File: src/rtl/rpsc_seq_pkg.sv
// Shared types and default timing for the RPSC card-3 power sequencer.
// Default constants assume the 1.28 us card clock.
package rpsc_seq_pkg;

   typedef enum logic [2:0] {
      ST_IDLE    = 3'd0,
      ST_DRV_UP  = 3'd1,
      ST_G2_UP   = 3'd2,
      ST_AN_UP   = 3'd3,
      ST_RUN     = 3'd4,
      ST_RAMP_DN = 3'd5,
      ST_FAULT   = 3'd6
   } state_t;

   typedef enum logic [2:0] {
      FC_NONE     = 3'd0,
      FC_ALARM    = 3'd1,
      FC_DRV_TO   = 3'd2,
      FC_G2_TO    = 3'd3,
      FC_GND      = 3'd4,
      FC_DRV_LOST = 3'd5,
      FC_G2_LOST  = 3'd6
   } fault_t;

   localparam int DEF_CNT_W     = 23;
   localparam int DEF_TIMEOUT   = 3906250;  // 5 s
   localparam int DEF_AN_SETTLE = 390625;   // 0.5 s
   localparam int DEF_OFF_DELAY = 78125;    // 0.1 s
   localparam int DEF_MAX_RETRY = 2;

endpackage

File: src/rtl/rpsc_seq_counter.sv
// Step counter: saturating at all-ones, synchronous clear, async active-low reset.
module rpsc_seq_counter #(
   parameter int CNT_W = 23
) (
   input  logic             clk,
   input  logic             reset,
   input  logic             i_clr,
   output logic [CNT_W-1:0] o_cnt
);

   logic [CNT_W-1:0] r_cnt;

   always_ff @(posedge clk or negedge reset) begin
      if (!reset)              r_cnt <= '0;
      else if (i_clr)          r_cnt <= '0;
      else if (r_cnt != '1)    r_cnt <= r_cnt + 1'b1;
   end

   assign o_cnt = r_cnt;

endmodule

File: src/rtl/rpsc_power_sequencer.sv
// RPSC card-3 supply sequencer: drv amp -> G2 -> anode up, reverse down, fault latch.
// Optional timeout auto-retry enabled by defining RPSC_SEQ_AUTORETRY_EN.
module rpsc_power_sequencer
   import rpsc_seq_pkg::*;
#(
   parameter int               CNT_W     = DEF_CNT_W,
   parameter logic [CNT_W-1:0] TIMEOUT   = CNT_W'(DEF_TIMEOUT),
   parameter logic [CNT_W-1:0] AN_SETTLE = CNT_W'(DEF_AN_SETTLE),
   parameter logic [CNT_W-1:0] OFF_DELAY = CNT_W'(DEF_OFF_DELAY),
   parameter int               MAX_RETRY = DEF_MAX_RETRY
) (
   input  logic       clk,
   input  logic       reset,
   input  logic       start_req,
   input  logic       stop_req,
   input  logic       fault_ack,
   input  logic       not_alarm,
   input  logic       ground_hold_ok,
   input  logic       g2_ok,
   input  logic       dr_amp_ok,
   output logic       dr_amp_en,
   output logic       g2_ps_en,
   output logic       an_ps_en,
   output logic       running,
   output logic       fault_latched,
   output logic [2:0] fault_code,
   output logic [2:0] state_o,
   output logic [1:0] retry_count
);

`ifdef RPSC_SEQ_AUTORETRY_EN
   localparam bit AUTORETRY = 1'b1;
`else
   localparam bit AUTORETRY = 1'b0;
`endif

   localparam logic [CNT_W-1:0] TO_M1     = TIMEOUT - 1'b1;
   localparam logic [CNT_W-1:0] AS_M1     = AN_SETTLE - 1'b1;
   localparam logic [CNT_W-1:0] OD_M1     = OFF_DELAY - 1'b1;
   localparam logic [CNT_W-1:0] OD2_M1    = (OFF_DELAY << 1) - 1'b1;
   localparam logic [1:0]       RETRY_LIM = 2'(MAX_RETRY);

   state_t           r_st;
   fault_t           r_code;
   logic             r_dr, r_g2, r_an, r_run, r_flt, r_restart;
   logic [1:0]       r_retry;
   logic [CNT_W-1:0] w_cnt;
   state_t           w_nxt;
   fault_t           w_fault, w_to_code, w_code;
   logic             w_an_st, w_active, w_retry_go, w_clr;

   rpsc_seq_counter #(.CNT_W(CNT_W)) u_cnt (
      .clk   (clk),
      .reset (reset),
      .i_clr (w_clr),
      .o_cnt (w_cnt)
   );

   always_comb begin
      w_an_st    = (r_st == ST_AN_UP) || (r_st == ST_RUN);
      w_active   = (r_st == ST_DRV_UP) || (r_st == ST_G2_UP) || w_an_st;
      w_fault    = FC_NONE;
      w_to_code  = FC_NONE;
      w_retry_go = 1'b0;
      w_nxt      = r_st;
      if (r_st != ST_IDLE && r_st != ST_FAULT) begin
         if (!not_alarm)                                       w_fault = FC_ALARM;
         else if (!ground_hold_ok && w_an_st)                  w_fault = FC_GND;
         else if (!dr_amp_ok && (r_st == ST_G2_UP || w_an_st)) w_fault = FC_DRV_LOST;
         else if (!g2_ok && w_an_st)                           w_fault = FC_G2_LOST;
      end
      if (r_st == ST_DRV_UP && !dr_amp_ok && w_cnt == TO_M1)  w_to_code = FC_DRV_TO;
      else if (r_st == ST_G2_UP && !g2_ok && w_cnt == TO_M1)  w_to_code = FC_G2_TO;
      w_code = (w_fault != FC_NONE) ? w_fault : w_to_code;
      case (r_st)
         ST_IDLE:
            if (not_alarm && ground_hold_ok && !stop_req && (start_req || r_restart))
               w_nxt = ST_DRV_UP;
         ST_FAULT:
            if (fault_ack && not_alarm) w_nxt = ST_IDLE;
         default:
            if (w_fault != FC_NONE)            w_nxt = ST_FAULT;
            else if (stop_req && w_active)     w_nxt = ST_RAMP_DN;
            else if (w_to_code != FC_NONE) begin
               if (AUTORETRY && r_retry < RETRY_LIM) begin
                  w_nxt      = ST_RAMP_DN;
                  w_retry_go = 1'b1;
               end else begin
                  w_nxt = ST_FAULT;
               end
            end else begin
               case (r_st)
                  ST_DRV_UP:  if (dr_amp_ok)       w_nxt = ST_G2_UP;
                  ST_G2_UP:   if (g2_ok)           w_nxt = ST_AN_UP;
                  ST_AN_UP:   if (w_cnt == AS_M1)  w_nxt = ST_RUN;
                  ST_RAMP_DN: if (w_cnt == OD2_M1) w_nxt = ST_IDLE;
                  default: ;
               endcase
            end
      endcase
      w_clr = (w_nxt != r_st);
   end

   always_ff @(posedge clk or negedge reset) begin
      if (!reset) begin
         r_st      <= ST_IDLE;
         r_code    <= FC_NONE;
         r_dr      <= 1'b0;
         r_g2      <= 1'b0;
         r_an      <= 1'b0;
         r_run     <= 1'b0;
         r_flt     <= 1'b0;
         r_restart <= 1'b0;
         r_retry   <= '0;
      end else begin
         r_st  <= w_nxt;
         r_run <= (w_nxt == ST_RUN);
         case (w_nxt)
            ST_DRV_UP:        {r_dr, r_g2, r_an} <= 3'b100;
            ST_G2_UP:         {r_dr, r_g2, r_an} <= 3'b110;
            ST_AN_UP, ST_RUN: {r_dr, r_g2, r_an} <= 3'b111;
            ST_RAMP_DN: begin
               // anode off on entry, G2 after one OFF_DELAY, drv amp drops with the IDLE exit
               r_an <= 1'b0;
               if (r_st == ST_RAMP_DN && w_cnt == OD_M1) r_g2 <= 1'b0;
            end
            default:          {r_dr, r_g2, r_an} <= 3'b000;
         endcase
         if (r_st != ST_FAULT && w_nxt == ST_FAULT) begin
            r_flt  <= 1'b1;
            r_code <= w_code;
         end else if (r_st == ST_FAULT && w_nxt == ST_IDLE) begin
            r_flt  <= 1'b0;
            r_code <= FC_NONE;
         end
         if (AUTORETRY) begin
            if (w_retry_go)
               r_restart <= 1'b1;
            else if (w_nxt == ST_FAULT || w_nxt == ST_DRV_UP || (w_nxt == ST_RAMP_DN && r_st != ST_RAMP_DN))
               r_restart <= 1'b0;
            if (r_st == ST_IDLE && w_nxt == ST_DRV_UP && r_restart)
               r_retry <= r_retry + 1'b1;
            else if ((r_st == ST_AN_UP && w_nxt == ST_RUN) ||
                     (r_st != ST_RAMP_DN && w_nxt == ST_RAMP_DN && !w_retry_go) ||
                     (r_st == ST_FAULT && w_nxt == ST_IDLE))
               r_retry <= '0;
         end
      end
   end

   assign dr_amp_en     = r_dr;
   assign g2_ps_en      = r_g2;
   assign an_ps_en      = r_an;
   assign running       = r_run;
   assign fault_latched = r_flt;
   assign fault_code    = r_code;
   assign state_o       = r_st;
   assign retry_count   = r_retry;

endmodule

File: config.mk
export PLATFORM = sky130hd
export DESIGN_NAME = rpsc_power_sequencer
export DESIGN_NICKNAME = d
export VERILOG_FILES = /design/src/rtl/rpsc_seq_pkg.sv /design/src/rtl/rpsc_seq_counter.sv /design/src/rtl/rpsc_power_sequencer.sv
export SDC_FILE = /design/constraint.sdc
export NUM_CORES = 1
export LEC_CHECK = 0
export ABC_CLOCK_PERIOD_IN_PS = 5200
export BUFFER_PORTS_ARGS = -buffer_cell sky130_fd_sc_hd__buf_2
export CAP_MARGIN = 20
export CORE_ASPECT_RATIO = 1.75
export CORE_MARGIN = 3
export CORE_UTILIZATION = 48
export CTS_CLUSTER_DIAMETER = 150
export CTS_CLUSTER_SIZE = 30
export DETAILED_ROUTE_END_ITERATION = 6
export MAX_ROUTING_LAYER = met4
export PLACE_DENSITY_LB_ADDON = 0.3
export SETUP_SLACK_MARGIN = 0.15
export SLEW_MARGIN = 20
export SYNTH_ARGS = -nofsm -noshare
export SYNTH_HDL_FRONTEND = slang
export SYNTH_SLANG_ARGS = --single-unit
File: constraint.sdc
create_clock -name clk -period 5.2 [get_ports clk]
set_clock_uncertainty 0.2 [all_clocks]
set_input_delay 1.04 -clock clk [delete_from_list [all_inputs] [get_ports clk]]
set_output_delay 1.04 -clock clk [all_outputs]
set_load 0.02 [all_outputs]
; ---- Word level (Yosys, flattened, before mapping)
; Index checks and enable logic that the tools add are counted.
[totals]
register_bits = 34
ramBits = 0
mem_count = 0
in_bits = 9
output_inout_bits = 13
wordCells = 93
rom_bits = 0
latchBits = 0
[classes]
multipliers = 0
n_reduce_logical = 35
n_shift = 0
order_cmp = 0
div = 0
n_mux = 29
add_sub_neg = 1
bitwise_logic = 0
n_eq_ne = 20
[ops]
columns = operator, n
row1 = 2-to-1 mux 3 bit, 17
row2 = 2-to-1 mux 23 bit, 2
row3 = adder 23 x 1 -> 23 bit (second input constant), 1
row4 = equality test 23 x 17 -> 1 bit (second input constant), 1
row5 = equality test 23 x 18 -> 1 bit (second input constant), 1
row6 = equality test 23 x 19 -> 1 bit (second input constant), 1
row7 = equality test 23 x 22 -> 1 bit (second input constant), 1
row8 = != test 23 bit (second input constant), 1
row9 = equality test 3 bit (second input constant), 6
row10 = logical AND 1 bit, 16
row11 = equality test 3 x 2 -> 1 bit (second input constant), 4
row12 = case mux 3 bit (4 select lines), 1
row13 = nonzero test 3 bit, 3
row14 = equality test 3 x 1 -> 1 bit (second input constant), 2
row15 = logical NOT 3 bit, 2
row16 = case mux 3 bit (2 select lines), 1
row17 = logical OR 1 bit, 5
row18 = logical NOT 1 bit, 4
row19 = 2-to-1 mux 1 bit, 4
row20 = 2-to-1 mux 2 bit, 2
row21 = case mux 1 bit (2 select lines), 2
row22 = nonzero test 2 bit, 2
row23 = OR reduction 4 bit, 1
row24 = != test 3 bit, 1
row25 = 4 further kinds, 4

; ---- Logic depth before layout (Yosys ltp)
; Gate-level depths: netlist of run 1.
[logic_depth]
depth_word = 15
ltp_mapped = 11
ltp_nobuf = 9

; ---- Hierarchy
; Synthesis of run 1 repeated with hierarchy kept, for this count alone.
[unflattened]
cells_unflattened = 280
hier_area_um2 = 2498.6
[by_module_without_submodules]
columns = module, seq_area_each_um2, area_each_um2, cells_per_inst, n_inst
row1 = rpsc_seq_counter, 575.6, 1465.2, 149, 1
row2 = rpsc_power_sequencer, 275.3, 1033.5, 131, 1

; ---- Worst setup path before layout of run 1
; OpenSTA, ideal clock, no wires.
[synth_timing]
path_kind = input to register
start = input port g2_ok
end = register u_cnt.r_cnt[10], in the netlist u_cnt.o_cnt[10]
setup_ns = 0.096
arrival_ns = 2.629
setup_slack_ns = 2.276
n_path_buf = 1
stages = 8
t_required_ns = 4.904
path_cell_list = nor3b_1 o22ai_1 or4_4 nand3_4 o21bai_2 xnor2_2 buf_4 nor4_2
[synth_via]
elab_chain_len = 12
word_cells_on_any_way = 22
cone_classes = eq/ne (1) / mux (14) / reduce/logical (7)
[synth_lines]
columns = item, line
row1 = "start, declared", rpsc_power_sequencer.sv:19  ; input logic g2_ok,
row2 = logical NOT 1 bit, "rpsc_power_sequencer.sv:70, rpsc_power_sequencer.sv:73"
row3 = logical AND 1 bit (on tied branches), "rpsc_power_sequencer.sv:70, rpsc_power_sequencer.sv:73"
row4 = 2-to-1 mux 3 bit / logical AND 1 bit (equally long branches), "rpsc_power_sequencer.sv:70, rpsc_power_sequencer.sv:73"
row5 = 2-to-1 mux 3 bit / 2-to-1 mux 2 bit (equally long branches), "rpsc_power_sequencer.sv:69, rpsc_power_sequencer.sv:73"
row6 = 2-to-1 mux 3 bit / 2-to-1 mux 2 bit (equally long branches), "rpsc_power_sequencer.sv:68, rpsc_power_sequencer.sv:72"
row7 = 2-to-1 mux 3 bit / nonzero test 3 bit (equally long branches), "rpsc_power_sequencer.sv:67, rpsc_power_sequencer.sv:84"
row8 = 2-to-1 mux 3 bit (on tied branches), "rpsc_power_sequencer.sv:66, rpsc_power_sequencer.sv:84"
row9 = nonzero test 3 bit / 2-to-1 mux 3 bit (equally long branches), "rpsc_power_sequencer.sv:82, rpsc_power_sequencer.sv:83"
row10 = 2-to-1 mux 3 bit *, rpsc_power_sequencer.sv:82  ; if (w_fault != FC_NONE) w_nxt = ST_FAULT;
row11 = case mux 3 bit (2 select lines) *, rpsc_power_sequencer.sv:75  ; case (r_st)
row12 = != test 3 bit *, rpsc_power_sequencer.sv:101  ; w_clr = (w_nxt != r_st);
row13 = 2-to-1 mux 23 bit / nonzero test 2 bit (equally long branches), -
row14 = "end signal, assigned", rpsc_seq_counter.sv:16  ; else if (r_cnt != '1) r_cnt <= r_cnt + 1'b1;
row15 = "end, declared", rpsc_seq_counter.sv:11  ; logic [CNT_W-1:0] r_cnt;
; Mark *: on every way between the ends. The rest lies on a longest branch, timed or not.
; A chain may end at the register's enable or synchronous reset.

; ---- Final worst setup path of run 1
[layout_timing]
start = register u_cnt.r_cnt[1], in the netlist u_cnt.o_cnt[1]
end = register u_cnt.r_cnt[10], in the netlist u_cnt.o_cnt[10]
[layout_via]
elab_chain_len = 11
word_cells_on_any_way = 21
cone_classes = add/sub (1) / eq/ne (5) / mux (11) / reduce/logical (4)
[layout_lines]
columns = item, line
row1 = equality test 23 x 22 -> 1 bit, "rpsc_power_sequencer.sv:72, rpsc_power_sequencer.sv:73"
row2 = logical AND 1 bit, rpsc_power_sequencer.sv:73  ; else if (r_st == ST_G2_UP && !g2_ok && w_cnt == TO_M1) w_to_code = FC_G2_TO;
row3 = 2-to-1 mux 2 bit, rpsc_power_sequencer.sv:73
row4 = 2-to-1 mux 2 bit, rpsc_power_sequencer.sv:72  ; if (r_st == ST_DRV_UP && !dr_amp_ok && w_cnt == TO_M1) w_to_code = FC_DRV_TO;
row5 = nonzero test 3 bit, rpsc_power_sequencer.sv:84  ; else if (w_to_code != FC_NONE) begin
row6 = 2-to-1 mux 3 bit, rpsc_power_sequencer.sv:84
row7 = 2-to-1 mux 3 bit, rpsc_power_sequencer.sv:83  ; else if (stop_req && w_active) w_nxt = ST_RAMP_DN;
row8 = 2-to-1 mux 3 bit, rpsc_power_sequencer.sv:82
row9 = case mux 3 bit (2 select lines), rpsc_power_sequencer.sv:75
row10 = != test 3 bit, rpsc_power_sequencer.sv:101
row11 = 2-to-1 mux 23 bit / nonzero test 2 bit (equally long branches), -
; Several ways; a longest one is shown, not always the timed one. The select of a mux whose other input is x is not followed.

==> reports/results.ini, run 1 <==
[placement]
dp_hpwl_mm = 4.572
place_congestion = 0.9707
port_buffers = 18
place_ws_ns = 1.719

[critical_path]
cp_slowest_stage_delay_ns = 0.80
cp_max_fo = 23
path_class = flip-flop to flip-flop
cp.required_ns = 5.13
setup.worst_path.start = u_cnt.o_cnt[1]$_DFFE_PN0P_
worstReg2RegStart = u_cnt.o_cnt[1]$_DFFE_PN0P_
crit_path_start_kind = flip-flop
crit_path_top_delay_cell = a31oi_4
r2r_slack_ns = 1.95
crit_chain = inv_1, ha_1, and4bb_1, nand4_2, nor4_1, nor2_1, or3_1, a31oi_4, nor4_2
arrival_ns = 3.18
endpoint_kind = flip-flop

[synth]
synth_cell_type_count = 70
synth-edff-count = 0
synth_area_sq_um = 2714
syn_avg_cell_area_sq_um = 9.556
async_reset_ff_share_pct = 100.0
synth.yosys.warnings = 3
synthCells = 284
synth_flop_cell = dfrtp_1
ys_seq_area_share_pct = 31.35
ys_seq_elements = 34

[detailed_routing]
drc = 0
antenna_left = 0
via_per_inst = 6.057
drt_pre_antenna_iters = 6
drt_wl_total_mm = 6.194
vias = 2235
drtIter0Drc = 127
wl_per_cell_um = 16.79

[sta]
finalSetupViolations = 0
min_period_ns = 3.245
tns_ns = 0
hold_viol = 0
worstMarginPinSlew_ns = 0.9601
max_slew_margin_pct = 35.99
max_freq_mhz = 308.1
holdWs_ns = 0.3200
finalCritPeriodShare_pct = 62.41
rsz0062_at_grt = false
worst_slack_ns = 1.955
drv_slew = 0

[clock_network]
clockBufferDepth = 2
cts_root_buffer = clkbuf_8
path_clk_slew_ns = 0.07
cts_num_sinks = 34
ctsHoldBuffers = 0
ctsResizeCount = 0
worst_skew_pair.late_latency_ns = 0.29
cts_setup_buffers = 0
cts_buffers = 5
h-tree-depth = 2
tritoncts = done

[status]
outcome = complete, no violations

[min_path]
hold_path_class = flip-flop to flip-flop
hp-start = fault_latched$_DFFE_PN0P_

[die]
io_pins = 22
start_util_pct = 50.38
dieArea_sq_um = 6628
die_y_um = 105.5
core-area_sq_um = 5386
num_rows = 35
die_w_um = 62.84

[flow_run]
maxCapViolations = 0

[power_and_ir_drop]
leakage_nw = 1.123
powerDensity_nw_per_um2 = 484.1
ir_drop_uv = 324.5

[grt]
antenna_found_initial = 0
grt_max_degree = 35
grt-ovfl-total = 0
grt_pass1_wl_mm = 10.61
track_usage_pct = 20.42
grt_pass1_vias = 2298

[final_layout]
multi_input_area_sq_um = 1669
drive_above_1_share_pct = 25.08
n_fill_cell = 513
register_area_sq_um = 850.8
antenna_cells = 0
syn_to_final_growth_pct = 5.440
final_nets = 306
final_core_util_pct = 53.12

-- report_power, final --
group | total (W) | internal [W] | switching (W)
clock | 0.000202 | 0.000106 | 0.0000959
sequential | 0.000381 | 0.000306 | 0.0000756
combinational | 0.000802 | 0.000261 | 0.000540
-- synth_stat cells (all sizes together), types with 4 or more instances --
library cell   n  share of area (%)
nand3         12                2.9
nor3b          5                1.6
xnor2          7                2.5
xor2          12                3.9
inv           15                2.1
and3           8                1.9
nand4         17                4.6
o21ai         11                2.0
nand2         17                2.4
nor3           4               0.74
a21oi          8                1.5
nor4b          5                2.6
dfrtp         34                 31
nor4          27                 11
buf           16                4.9
nor2b          7                1.6
a31oi          5                1.7
nor2          17                2.6
and2           4               0.92
-- registers in the layout, summed over array words and instances, names as in the netlist --
register       cells
state_o            3
running            1
dr_amp_en          1
an_ps_en           1
fault_latched      1
g2_ps_en           1
fault_code         3
u_cnt.o_cnt       23
-- per-stage QoR --
step / power [W] / cell area (sq um) / std cells
6_report: 0.001385 / 2861 / 369
5_1_grt: 0.001481 / 2861 / 369
4_1_cts: 0.001400 / 2861 / 369
3_5_place_dp: 0.001194 / 2766 / 361
3_3_place_gp: 0.001181 / 2766 / 361
2_1_floorplan: 0.001089 / 2718 / 285
-- metal layers --
metal  GRT usage, %  vias up  part of all wire, %
met5              -        -                    0
met4          11.85        0                  4.7
met3          2.239       25                  3.1
met2          37.20       58                   55
met1          20.77     1083                   37
li1               -     1069                    -
-- logic make-up (layout without fill, tap and decap cells) --
| kind of cell | count (synthesis) | in the layout | synth area share [%] |
|---|---|---|---|
| AOI/OAI and AO/OA | 48 | 48 | 13.14 |
| and+or+nand+nor | 146 | 146 | 39.93 |
| adders and majority gates | 3 | 3 | 1.383 |
| DFF | 34 | 34 | 31.35 |
| other | 1 | 2 | 0.1382 |
| xor gates and xnor gates | 19 | 19 | 6.409 |
| muxes | 1 | 1 | 0.3688 |
| buffers and inverters | 32 | 42 | 7.284 |
-- layout make-up --
| class | count | share of cell area (%) |
|---|---|---|
| multi-input cells | 219 | 58.33 |
| inverters | 15 | 1.968 |
| clock buffers | 6 | 2.886 |
| well taps | 74 | 3.236 |
| repair buffers | 19 | 3.411 |
| flip-flops and latches | 34 | 29.73 |
| clock inverters | 2 | 0.4373 |
-- critical path: cells and delay by family, from the launching register on --
family | cells | cell delay, ns
and+or+nand+nor | 6 | 1.41
buffers and inverters | 1 | 0.11
AOI/OAI and AO/OA | 1 | 0.80
DFF | 1 | 0.41
adders and majority gates | 1 | 0.16
-- final timing paths --
| kind | cells past startpoint | end |
|---|---|---|
| worst max register to register | 9 | u_cnt.o_cnt[10]$_DFFE_PN0P_ |
| min in group asynchronous | 1 | u_cnt.o_cnt[12]$_DFFE_PN0P_ |
| worst min register to register | 2 | fault_latched$_DFFE_PN0P_ |
| max in group asynchronous | 1 | fault_code[2]$_DFFE_PN0P_ |
| worst max-delay path | 9 | u_cnt.o_cnt[10]$_DFFE_PN0P_ |
| worst min-delay path | 2 | fault_latched$_DFFE_PN0P_ |
-- cells in the final DEF, fill, tap and decap left out, types with 3 or more instances in the layout --
cell	n
nor2_1	16
nor2b_1	7
dfrtp_1	34
nand3_1	10
o211ai_1	3
nor3_1	4
nand3b_1	3
nand4_1	14
nand4_2	3
a21oi_1	8
nand2_1	17
and3_1	6
clkbuf_8	6
ha_1	3
a31oi_1	4
and2_1	4
nor3b_1	4
inv_1	15
o21ai_0	10
nor4_2	20
nor4_1	7
xor2_1	12
xnor2_1	6
buf_2	18
No activity file was read; power rests on OpenSTA's default activity.
==> run 2, diff against run 1 <==
Settings changed: ABC_CLOCK_PERIOD_IN_PS 5200 to 3200.
Clock period 5.2 ns to 3.2 ns, I/O delays scaled along.
==> run 2 against run 1 <==
  * Final cell count increased by 1.9%
  * Global-route usage up 1.1 points
  * Worst hold slack lost 0.091 ns
  * Die area did not move
  * Routed wire length up 6.5%
  * Via count increased by 3.6%
  * Total power up 76%
  * Design area increased by 4.8%
==> reports/results.ini, run 2 (synthesis gave the netlist of run 1 again) <==
[final_layout]
n_fill_cell = 501  ; -2.3%
final_cell_area_sq_um = 2998  ; +4.8%
final_core_util_pct = 55.66  ; +2.5 points
layout_common_cells = dfrtp_1, nor4_2, buf_2
antenna_cells = 0  ; unchanged
syn_to_final_growth_pct = 10.47
final_common_cell = dfrtp_1
final_nets = 313  ; +2.3%
largest_register_ffs = 23  ; unchanged
drive_above_1_share_pct = 29.14  ; +4.1 points

[clock_network]
cts_setup_buffers = 0  ; unchanged
ctsResizeCount = 0  ; unchanged
tritoncts = done
path_clk_slew_ns = 0.08  ; about the same
cts_buffers = 5  ; unchanged
h-tree-depth = 2  ; unchanged
cts_root_buffer = clkbuf_8
clockBufferDepth = 2  ; unchanged
worst_skew_pair.late_latency_ns = 0.29  ; about the same
cts_num_sinks = 34  ; unchanged
ctsHoldBuffers = 0  ; unchanged

[grt]
grt_pass1_vias = 2353  ; +2.4%
grt_max_degree = 35  ; unchanged
track_usage_pct = 21.48  ; +1.1 points
grt-ovfl-total = 0  ; unchanged
antenna_found_initial = 0  ; unchanged
grt_pass1_wl_mm = 11.22  ; +5.7%

[sta]
worstMarginPinSlew_ns = 0.7693  ; -0.1908 ns
max_freq_mhz = 348.1  ; +13%
finalSetupViolations = 0  ; unchanged
min_period_ns = 2.872  ; -0.3729 ns
max_slew_margin_pct = 48.71  ; +13 points
rsz0062_at_grt = false
drv_slew = 0  ; unchanged
hold_viol = 0  ; unchanged
tns_ns = 0  ; unchanged
finalCritPeriodShare_pct = 89.76  ; +27 points
worst_slack_ns = 0.3277  ; -1.627 ns

[die]
io_pins = 22  ; unchanged
die_y_um = 105.5  ; unchanged
start_util_pct = 50.38  ; unchanged
num_rows = 35  ; unchanged
core-area_sq_um = 5386  ; unchanged
dieArea_sq_um = 6628  ; unchanged
die_w_um = 62.84  ; unchanged

[critical_path]
arrival_ns = 2.86  ; -0.32 ns
endpoint = u_cnt.o_cnt[21]$_DFFE_PN0P_
path_class = flip-flop to flip-flop
r2r_slack_ns = 0.33  ; -1.63 ns
worstReg2RegStart = u_cnt.o_cnt[1]$_DFFE_PN0P_
crit_path_start_kind = flip-flop
cp_max_fo = 23  ; unchanged
reg2regPathDepth = 10  ; +1
endpoint_kind = flip-flop
cp_slowest_stage_delay_ns = 0.56  ; -0.24 ns
crit_buf_inv = 2  ; +1
path_depth = 10  ; +1
crit_path_top_delay_cell = or4_4
setup.worst_path.start = u_cnt.o_cnt[1]$_DFFE_PN0P_
cp.required_ns = 3.19  ; -1.94 ns
reg2reg_to = u_cnt.o_cnt[21]$_DFFE_PN0P_
crit_chain = inv_1, ha_1, and4bb_2, nand4_4, or4_4, nand3_4, o21bai_2, xnor2_2, buf_6, nor4_4
cp_top_family = simple AND/OR/NAND/NOR gates

[power_and_ir_drop]
total_power_w = 0.002441  ; +76%
ir_drop_uv = 437.3  ; +35%
powerDensity_nw_per_um2 = 814.2  ; +68%
leakage_nw = 1.168  ; +4.1%

[detailed_routing]
antenna_left = 0  ; unchanged
drt_pre_antenna_iters = 4  ; -2
drc = 0  ; unchanged
drtIter0Drc = 162  ; +28%
drt_wl_total_mm = 6.596  ; +6.5%
via_per_inst = 6.160  ; +1.7%
wl_per_cell_um = 17.54  ; +4.5%
vias = 2316  ; +3.6%

[placement]
dp_hpwl_mm = 4.820  ; +5.4%
placed_cell_area_sq_um = 2831  ; +2.4%
port_buffers = 18  ; unchanged
place_ws_ns = 0.2622  ; -1.457 ns
place_congestion = 0.9132  ; -5.9%

[status]
outcome = complete, no violations

[flow_run]
maxCapViolations = 0  ; unchanged

[min_path]
hold_path_class = input pin to asynchronous set/reset pin

-- run 2: report_power, final --
| part | internal (W) | total, W | switching [W] |
|---|---|---|---|
| clock | 0.000173 | 0.000334 | 0.000161 |
| sequential | 0.000498 | 0.000588 | 0.0000901 |
| combinational | 0.000517 | 0.00152 | 0.00100 |
-- run 2: worst reg2reg max path: stages (launching register included) --
cell and delay (ns):
dfrtp_1 0.41, inv_1 0.10, ha_1 0.14, and4bb_2 0.27
nand4_4 0.14, or4_4 0.56, nand3_4 0.15, o21bai_2 0.11
xnor2_2 0.16, buf_6 0.21, nor4_4 0.31
-- run 2: how the worst min path moves through the flow --
| stage | depth (start not counted) | slack (ns) | from | to |
|---|---|---|---|---|
| floorplan | 0 | 0.14 | reset | an_ps_en$_DFF_PN0_ |
| global placement | 2 | 0.32 | fault_latched$_DFFE_PN0P_ | fault_latched$_DFFE_PN0P_ |
| detailed placement | 2 | 0.32 | fault_code[2]$_DFFE_PN0P_ | fault_code[2]$_DFFE_PN0P_ |
| CTS | 1 | 0.26 | reset | u_cnt.o_cnt[7]$_DFFE_PN0P_ |
| global route | 1 | 0.27 | reset | g2_ps_en$_DFFE_PN0P_ |
| finish | 1 | 0.23 | reset | u_cnt.o_cnt[9]$_DFFE_PN0P_ |
-- run 2: per-layer routing --
metal	up-vias	part of all wire [%]	GRT usage [%]
met5	-	0	-
met4	0	4.4	11.37
met3	25	3.7	2.665
met2	78	54	38.43
met1	1122	37	22.72
li1	1091	-	-
-- run 2: metrics by stage --
step	cells	hold slack, ns
finish	376	0.2290
global route	376	0.2747
detailed placement	368	0.3209
global placement	368	0.3153
CTS	376	0.2556
floorplan	285	0.1444
-- run 2: cell type report --
class | count | area [sq um] | area share [%]
Clock buffer | 6 | 82.58 | 2.755
Sequential cell | 34 | 852.1 | 28.42
Multi-Input combinational cell | 219 | 1735 | 57.89
Clock inverter | 2 | 12.51 | 0.4174
Tap cell | 74 | 92.59 | 3.088
Inverter | 15 | 56.30 | 1.878
Timing Repair Buffer | 26 | 166.4 | 5.551
